File: src/rtl/dsdmnist_argmax.sv
// Snoops the accelerator's result-buffer writes, reduces each image's 10 class scores
// to a signed argmax and queues {image, digit, score} records for the ARM side.
module dsdmnist_argmax #(
    parameter int IMGNUM     = 10,
    parameter int OAW        = $clog2(IMGNUM * 10),
    parameter int FIFO_DEPTH = 4,
    localparam int IW        = (IMGNUM > 1) ? $clog2(IMGNUM) : 1
) (
    input  logic                  i_CLK,
    input  logic                  i_RST_n,
    input  logic                  i_CLR,
    input  logic                  i_RESULTBUF_EN,
    input  logic                  i_RESULTBUF_WE,
    input  logic [31:0]           i_RESULTBUF_DATA,
    input  logic [OAW-1:0]        i_RESULTBUF_ADDR,
    output logic                  o_PRED_VALID,
    input  logic                  i_PRED_READY,
    output logic [IW-1:0]         o_PRED_IMGIDX,
    output logic [3:0]            o_PRED_DIGIT,
    output logic [31:0]           o_PRED_SCORE,
    output logic                  o_DONE,
    output logic                  o_OVERFLOW,
    output logic                  o_SEQERR
);

    localparam int CW = $clog2(IMGNUM + 1);
    localparam int PW = (FIFO_DEPTH > 1) ? $clog2(FIFO_DEPTH) : 1;
    localparam int NW = $clog2(FIFO_DEPTH + 1);
    localparam int RW = IW + 4 + 32;

    logic [OAW-1:0]     exp_addr;
    logic [3:0]         cls_cnt;
    logic [CW-1:0]      img_cnt;
    logic signed [31:0] run_max;
    logic [3:0]         run_arg;
    logic               pend_valid;
    logic [RW-1:0]      pend_rec;
    logic               seqerr_q;

    logic [RW-1:0]      mem [FIFO_DEPTH];
    logic [PW-1:0]      rd_ptr;
    logic [PW-1:0]      wr_ptr;
    logic [NW-1:0]      count;
    logic [CW-1:0]      fin_cnt;
    logic               done_q;
    logic               overflow_q;

    logic               wr;
    logic               seq_bad;
    logic               accept;
    logic signed [31:0] nxt_max;
    logic [3:0]         nxt_arg;
    logic               full;
    logic               pop;
    logic               push;

    assign wr      = i_RESULTBUF_EN & i_RESULTBUF_WE;
    assign seq_bad = wr & ((i_RESULTBUF_ADDR != exp_addr) | done_q);
    assign accept  = wr & ~seq_bad;

    // Class 0 seeds the running max; later classes replace it only on a strictly larger score.
    always_comb begin
        nxt_max = run_max;
        nxt_arg = run_arg;
        if (cls_cnt == 4'd0) begin
            nxt_max = $signed(i_RESULTBUF_DATA);
            nxt_arg = 4'd0;
        end else if ($signed(i_RESULTBUF_DATA) > run_max) begin
            nxt_max = $signed(i_RESULTBUF_DATA);
            nxt_arg = cls_cnt;
        end
    end

    always_ff @(posedge i_CLK or negedge i_RST_n) begin
        if (!i_RST_n) begin
            exp_addr   <= '0;
            cls_cnt    <= '0;
            img_cnt    <= '0;
            run_max    <= '0;
            run_arg    <= '0;
            pend_valid <= 1'b0;
            pend_rec   <= '0;
            seqerr_q   <= 1'b0;
        end else if (i_CLR) begin
            exp_addr   <= '0;
            cls_cnt    <= '0;
            img_cnt    <= '0;
            run_max    <= '0;
            run_arg    <= '0;
            pend_valid <= 1'b0;
            pend_rec   <= '0;
            seqerr_q   <= 1'b0;
        end else begin
            pend_valid <= 1'b0;
            if (seq_bad) begin
                seqerr_q <= 1'b1;
            end
            if (accept) begin
                run_max  <= nxt_max;
                run_arg  <= nxt_arg;
                exp_addr <= exp_addr + OAW'(1);
                if (cls_cnt == 4'd9) begin
                    cls_cnt    <= '0;
                    img_cnt    <= img_cnt + CW'(1);
                    pend_valid <= 1'b1;
                    pend_rec   <= {IW'(img_cnt), nxt_arg, nxt_max};
                end else begin
                    cls_cnt <= cls_cnt + 4'd1;
                end
            end
        end
    end

    assign full = (count == NW'(FIFO_DEPTH));
    assign pop  = o_PRED_VALID & i_PRED_READY;
    assign push = pend_valid & (~full | pop);

    // Every finalized record counts toward completion, including ones dropped on a full FIFO.
    always_ff @(posedge i_CLK or negedge i_RST_n) begin
        if (!i_RST_n) begin
            for (int i = 0; i < FIFO_DEPTH; i++) begin
                mem[i] <= '0;
            end
            rd_ptr     <= '0;
            wr_ptr     <= '0;
            count      <= '0;
            fin_cnt    <= '0;
            done_q     <= 1'b0;
            overflow_q <= 1'b0;
        end else if (i_CLR) begin
            for (int i = 0; i < FIFO_DEPTH; i++) begin
                mem[i] <= '0;
            end
            rd_ptr     <= '0;
            wr_ptr     <= '0;
            count      <= '0;
            fin_cnt    <= '0;
            done_q     <= 1'b0;
            overflow_q <= 1'b0;
        end else begin
            if (push) begin
                mem[wr_ptr] <= pend_rec;
                wr_ptr      <= wr_ptr + PW'(1);
            end
            if (pop) begin
                rd_ptr <= rd_ptr + PW'(1);
            end
            if (push && !pop) begin
                count <= count + NW'(1);
            end else if (pop && !push) begin
                count <= count - NW'(1);
            end
            if (pend_valid) begin
                if (!push) begin
                    overflow_q <= 1'b1;
                end
                fin_cnt <= fin_cnt + CW'(1);
                if (fin_cnt == CW'(IMGNUM - 1)) begin
                    done_q <= 1'b1;
                end
            end
        end
    end

    assign o_PRED_VALID = (count != '0);
    assign {o_PRED_IMGIDX, o_PRED_DIGIT, o_PRED_SCORE} = mem[rd_ptr];
    assign o_DONE     = done_q;
    assign o_OVERFLOW = overflow_q;
    assign o_SEQERR   = seqerr_q;

endmodule

File: config.mk
export PLATFORM = sky130hd
export DESIGN_NAME = dsdmnist_argmax
export DESIGN_NICKNAME = d
export VERILOG_FILES = /design/src/rtl/dsdmnist_argmax.sv
export SDC_FILE = /design/constraint.sdc
export NUM_CORES = 1
export LEC_CHECK = 0
export ABC_AREA = 1
export CORE_MARGIN = 5
export CORE_UTILIZATION = 25
export CTS_CLUSTER_DIAMETER = 60
export DETAILED_ROUTE_END_ITERATION = 8
export PLACE_DENSITY_LB_ADDON = 0.25
export SKIP_LAST_GASP = 1
export SLEW_MARGIN = 20
export SYNTH_ARGS = -nofsm -noshare
export SYNTH_HDL_FRONTEND = slang
export SYNTH_SLANG_ARGS = --single-unit
File: constraint.sdc
create_clock -name i_CLK -period 2 [get_ports i_CLK]
set_clock_uncertainty 0.2 [all_clocks]
set_input_delay 0.3 -clock i_CLK [delete_from_list [all_inputs] [get_ports i_CLK]]
set_output_delay 0.3 -clock i_CLK [all_outputs]
set_load 0.02 [all_outputs]
==> results of run 1 <==
-- repair_timing --
| action | in CTS | in global routing |
|---|---|---|
| hold buffers | 1 | 0 |
| endpoints found under the hold margin | 266 | 0 |
| gates cloned | 10 | 22 |
| pin swaps | 67 | 156 |
| endpoints found under the setup margin | 130 | 294 |
| resized for setup | 405 | 360 |
| setup buffers | 29 | 33 |
-- power groups by stage --
stage	clock network (mW)	logic (mW)	registers (mW)
after floorplan	0	1.80	5.71
after global placement	0	3.71	5.77
after detailed placement	0	3.73	5.77
after CTS	6.01	4.48	5.69
after global routing	6.22	6.01	5.70
final	5.88	5.65	5.69
-- metrics by stage --
stage,hold WS (ps),util (%)
final,30.8,39.4
after floorplan,-196,-
after CTS,0.436,35.6
after detailed placement,12.3,31.4
after global routing,58.0,39.4
after global placement,23.7,31.4
-- final timing paths --
| check | start | slack [ps] | to | cells after the start |
|---|---|---|---|---|
| max | rd_ptr[0] | -510 | o_PRED_SCORE[8] | 7 |
| min in group i_CLK | i_RESULTBUF_WE | 220 | o_SEQERR | 5 |
| max reg2reg | run_max[13] | -480 | pend_rec[13] | 18 |
| max in group asynchronous | i_RST_n | 920 | mem[83] | 3 |
| min | i_RST_n | 30 | exp_addr[4] | 2 |
| min reg2reg | pend_rec[28] | 270 | pend_rec[28] | 2 |
-- flip-flops by register name, summed over array words and instances, names as in the netlist --
signal and flops:
cls_cnt 4, count 3, exp_addr 7, fin_cnt 4, img_cnt 4, mem 160
o_DONE 1, o_OVERFLOW 1, o_SEQERR 1, pend_rec 40, pend_valid 1, rd_ptr 2
run_arg 4, run_max 32, wr_ptr 2
-- cells in the mapped netlist, types with 2 or more instances --
library cell  count  area, um^2
o21a_1            2        15.0
clkbuf_1         80         300
nand2_1         292        1100
nor3_1            4        20.0
buf_4             2        15.0
xor2_1            6        52.6
dfrtp_1         266        6660
nand3_1         203        1020
nand2_4           2        22.5
a21oi_1          28         140
ha_1             43         538
buf_1             9        33.8
a21o_1            2        15.0
inv_1           108         405
inv_2             6        22.5
nand3b_1          6        45.0
o22ai_1          43         269
nor2_1          108         405
buf_2            19        95.1
o21ai_1           2        10.0
nand4_1          73         457
buf_6             3        33.8
o21ai_0         265        1330
nor3b_1           2        15.0
-- logic make-up (layout without fill, tap and decap cells) --
kind of cell	Yosys count	in the layout	share of synthesized area, %
AND/OR/NAND/NOR	694	695	23.8
AO/OA/AOI/OAI	345	345	13.7
flip-flops	266	266	50.8
buffers and inverters	228	517	6.94
adder cells (fa/ha/maj)	44	44	4.26
XOR/XNOR	6	6	0.401
-- cell type report --
type | count | area, um^2
multi-input cells | 1090 | 7130
flip-flops and latches | 266 | 6660
well taps | 680 | 851
clock buffers | 43 | 901
clock inverters | 12 | 149
inverters | 115 | 489
repair buffers | 347 | 4180
fillers | 4999 | 31300
-- worst reg2reg max path: stages, from the launching register on --
cell and delay [ps]:
dfrtp_1 390, inv_2 100, ha_4 210, nand2_2 60, inv_2 30, o21ai_2 110
nand2_1 70, nor2_1 110, buf_4 130, nand2_2 50, nand2_2 80, nand2_2 50
nand2_2 80, nand3_4 130, nand2_8 170, clkbuf_16 210, nand2_4 50, nand4_1 80
nand2_1 50
-- per-layer routing --
layer | vias up | global-route usage, % | part of all wire (%)
met3 | 71 | 2.18 | 4.9
met2 | 324 | 23.2 | 48
met5 | - | 0 | 0.027
met1 | 6252 | 21.0 | 44
li1 | 5956 | - | -
met4 | 2 | 3.60 | 2.2
==> impl_metrics.ini, run 1 <==
[outcome]
status = finished, violations left
failed_checks = negative setup slack

[pwr]
power.leakage_nw = 9.15
max-vdd-ir-drop_mv = 0.598
p_seq_share_pct = 33.0
p_sw_mw = 5.49
clkPwrFrac_pct = 34.1
internal_power_mw = 11.7
power.density_nw_per_um2 = 846
total_power_mw = 17.2
pwr-share-comb_pct = 32.8
switching_share_pct = 31.9

[floorplan]
start_util_pct = 25.4
fp.dieH_um = 239
core-area_um2 = 51600
placementRows = 83
io_pins = 89
die_w_um = 239
dieArea_um2 = 57100

[critical_path]
worst_path_max_delay_cell = dfrtp_2
cpMostUsedCell = buf_12
crit_arrival_ps = 2010
crit_type = flop to primary output
path_cells = buf_12 -> buf_12 -> buf_12 -> buf_12 -> o21ai_4 -> o22ai_4 -> buf_6
cp_max_fo = 7
crit_required_ps = 1500
critical_path.startpoint_type = flop
path_buf_inv = 5
critical_path.max_stage_delay_ps = 480
path_delay_family = buffers and inverters
cp-end-kind = primary output

[cells_and_area]
final_cells = 2553
antennaDiodeCount = 0
syn2layout_area_growth_pct = 55.4
final_cell_mix = 264 x dfrtp_1, 242 x nand2_1, 192 x o21ai_0
drive_gt1_share_pct = 33.5
layout_commonest_cell = dfrtp_1
final_cell_area_um2 = 20400
finalNetCount = 1939

[grt]
grt_max_degree = 55
grt_overflow = 0
grt_pass1_wl_mm = 68.0
first_global_vias = 11721
antenna_found_initial = 1
grtUsageTotal_pct = 14.6

[logic_synthesis]
synth-seq-cells = 266
syn_inst = 1583
synth_fp_nets = 1672
yosysUniqueCellTypes = 33
yosysSeqAreaShare_pct = 50.8
syn_area_um2 = 13100
synth_edf_count = 0
synthFlopType = dfrtp_1
syn_area_per_cell_um2 = 8.28
ys_warn_count = 0
async_flop_share_pct = 100

[route]
wl_per_cell_um = 18.8
routed_via_density = 4.94
drtPass1Iterations = 5
ant_nets = 0
finalWirelength_mm = 48.1
vias = 12605
drc = 0
drtIter0Drc = 831

[sta]
worst_pin_slew_ps = 459
fin_crit_sh_pct = 125
report.final.slew_viol_count = 0
slew_headroom_pct = 69.3
worst_slack_ps = -506
setup_viol = 113
fmax_mhz = 399
fin_setup_tns_ps = -46890
layout_min_cycle_time_ps = 2510
final-hold-violation-count = 0
rsz0062_at_grt = yes

[placement]
gp_congestion = 0.797
hpwl_mm = 27.9
dp_cells = 2422
post_dp_cell_area_um2 = 16200
post-place-ws_ps = -891
port_buffers = 88

[worst_hold_path]
min_path_type = input pin to async pin

[clock_network]
cts_buffer_depth = 3
clockRootBuffer = clkbuf_16
clock_sinks = 266
clock_latency_ps = 570
htree_levels = 1
clk_pin_slew_ps = 60
cts_made_buffers = 30
tritoncts = yes

[job]
drv_cap = 0
No activity file was read; power rests on OpenSTA's default activity.
==> run 2, diff against run 1 <==
--- a/config.mk
+++ b/config.mk
@@ -7,7 +7,7 @@
 export LEC_CHECK = 0
 export ABC_AREA = 1
 export CORE_MARGIN = 5
-export CORE_UTILIZATION = 25
+export CORE_UTILIZATION = 50
 export CTS_CLUSTER_DIAMETER = 60
 export DETAILED_ROUTE_END_ITERATION = 8
 export PLACE_DENSITY_LB_ADDON = 0.25
==> impl_metrics.ini, run 2 (synthesis results as in run 1) <==
[cells_and_area]
syn2layout_area_growth_pct = 44.9
largest_reg_flops = 160
layout_commonest_cell = dfrtp_1
utilization_pct = 73.3
reg_top3 = mem: 160 flops, pend_rec: 40 flops, run_max: 32 flops
antennaDiodeCount = 0
multi_input_area_um2 = 6820
top_register = mem
ff_latch_area_um2 = 6660
fillCellCount = 1715
final_cell_mix = 264 x dfrtp_1, 250 x nand2_1, 197 x nand3_1
drive_gt1_share_pct = 28.9
finalNetCount = 1901

[floorplan]
die_w_um = 172
placementRows = 59
fp.dieH_um = 172
dieArea_um2 = 29500
io_pins = 89
start_util_pct = 50.6
core-area_um2 = 25900

[pwr]
max-vdd-ir-drop_mv = 0.755
power.density_nw_per_um2 = 862
total_power_mw = 16.4
power.leakage_nw = 8.88

[critical_path]
path_delay_family = buffers and inverters
path_buf_inv = 2
critical_path.max_stage_delay_ps = 470
cp-end-kind = primary output
path_cells = buf_4 -> o21ai_2 -> o22ai_1 -> buf_4
r2r_slack_ps = -470
critical_path.startpoint_type = flop
crit_required_ps = 1500
cpMostUsedCell = buf_4
crit_arrival_ps = 2040
worst_path_max_delay_cell = dfrtp_2
crit_type = flop to primary output
cp_max_fo = 14

[sta]
layout_min_cycle_time_ps = 2540
worst_pin_slew_ps = 413
slew_headroom_pct = 72.4
final-hold-violation-count = 0
fin_crit_sh_pct = 127
worst_slack_ps = -536
fin_setup_tns_ps = -45780
setup_viol = 122
report.final.slew_viol_count = 0
fmax_mhz = 394
rsz0062_at_grt = yes

[route]
drtPass1Iterations = 6
vias = 13380
finalWirelength_mm = 46.0
routed_via_density = 6.17
drtIter0Drc = 1506
wl_per_cell_um = 21.2
drc = 0
ant_nets = 0

[grt]
grt_max_degree = 63
antenna_found_initial = 0
first_global_vias = 11439
grt_overflow = 0
grtUsageTotal_pct = 24.3
grt_pass1_wl_mm = 58.9

[placement]
hpwl_mm = 23.2
post-place-ws_ps = -821
gp_congestion = 0.854
port_buffers = 88

[clock_network]
htree_levels = 1
clock_latency_ps = 540
clk_pin_slew_ps = 60
clock_sinks = 266
cts_made_buffers = 29
cts_buffer_depth = 3
tritoncts = yes
clockRootBuffer = clkbuf_16

[outcome]
failed_checks = negative setup slack
status = finished, violations left

[job]
drv_cap = 0

[worst_hold_path]
min_path_type = input pin to async pin
[run 2: path summary, 6_finish.rpt]
path / from / to / cells past startpoint
setup / recovery: rd_ptr[1] / o_PRED_DIGIT[3] / 4
hold / removal: i_RST_n / exp_addr[4] / 2
max in group asynchronous: i_RST_n / mem[70] / 3
hold reg to reg: pend_rec[2] / pend_rec[2] / 2
min in group i_CLK: i_PRED_READY / rd_ptr[0] / 4
setup reg to reg: run_max[29] / run_max[27] / 15
[run 2: cell type report]
class / instances / area share (%)
clock buffer: 46 / 4.42
clock inverter: 6 / 0.310
tap: 335 / 2.21
sequential: 266 / 35.1
timing repair buffer: 311 / 19.6
multi-input combinational: 1089 / 35.9
inverter: 115 / 2.43
[run 2: routing by layer]
metal | vias up | share of wire (%) | GRT usage, %
met2 | 824 | 48 | 37.8
met4 | 0 | 4.8 | 6.97
met1 | 6487 | 39 | 36.4
li1 | 5884 | - | -
met5 | - | 0 | 0
met3 | 185 | 8.8 | 2.77
[run 2: power breakdown]
part	leakage (nW)	internal, mW	switching [mW]
clock	0.442	2.99	2.20
combinational	4.79	2.60	2.88
sequential	3.65	5.55	0.168
total	8.88	11.1	5.24
[run 2: repair_timing]
item / in CTS / in global routing
setup buffers: 7 / 52
cloned: 3 / 29
resized for setup: 285 / 379
endpoints found under the setup margin: 125 / 275
hold endpoints to repair: 266 / 0
hold buffers: 1 / 0
pin swaps: 16 / 100
[run 2: stage by stage]
stage          cell area [um^2]  hold slack (ps)  std cells
6_report                  19000             64.7       2168
2_1_floorplan             13100             -196       1583
3_3_place_gp              15400             25.3       2030
5_1_grt                   19000             85.5       2168
4_1_cts                   16700             63.0       2093
3_5_place_dp              15400             33.4       2030
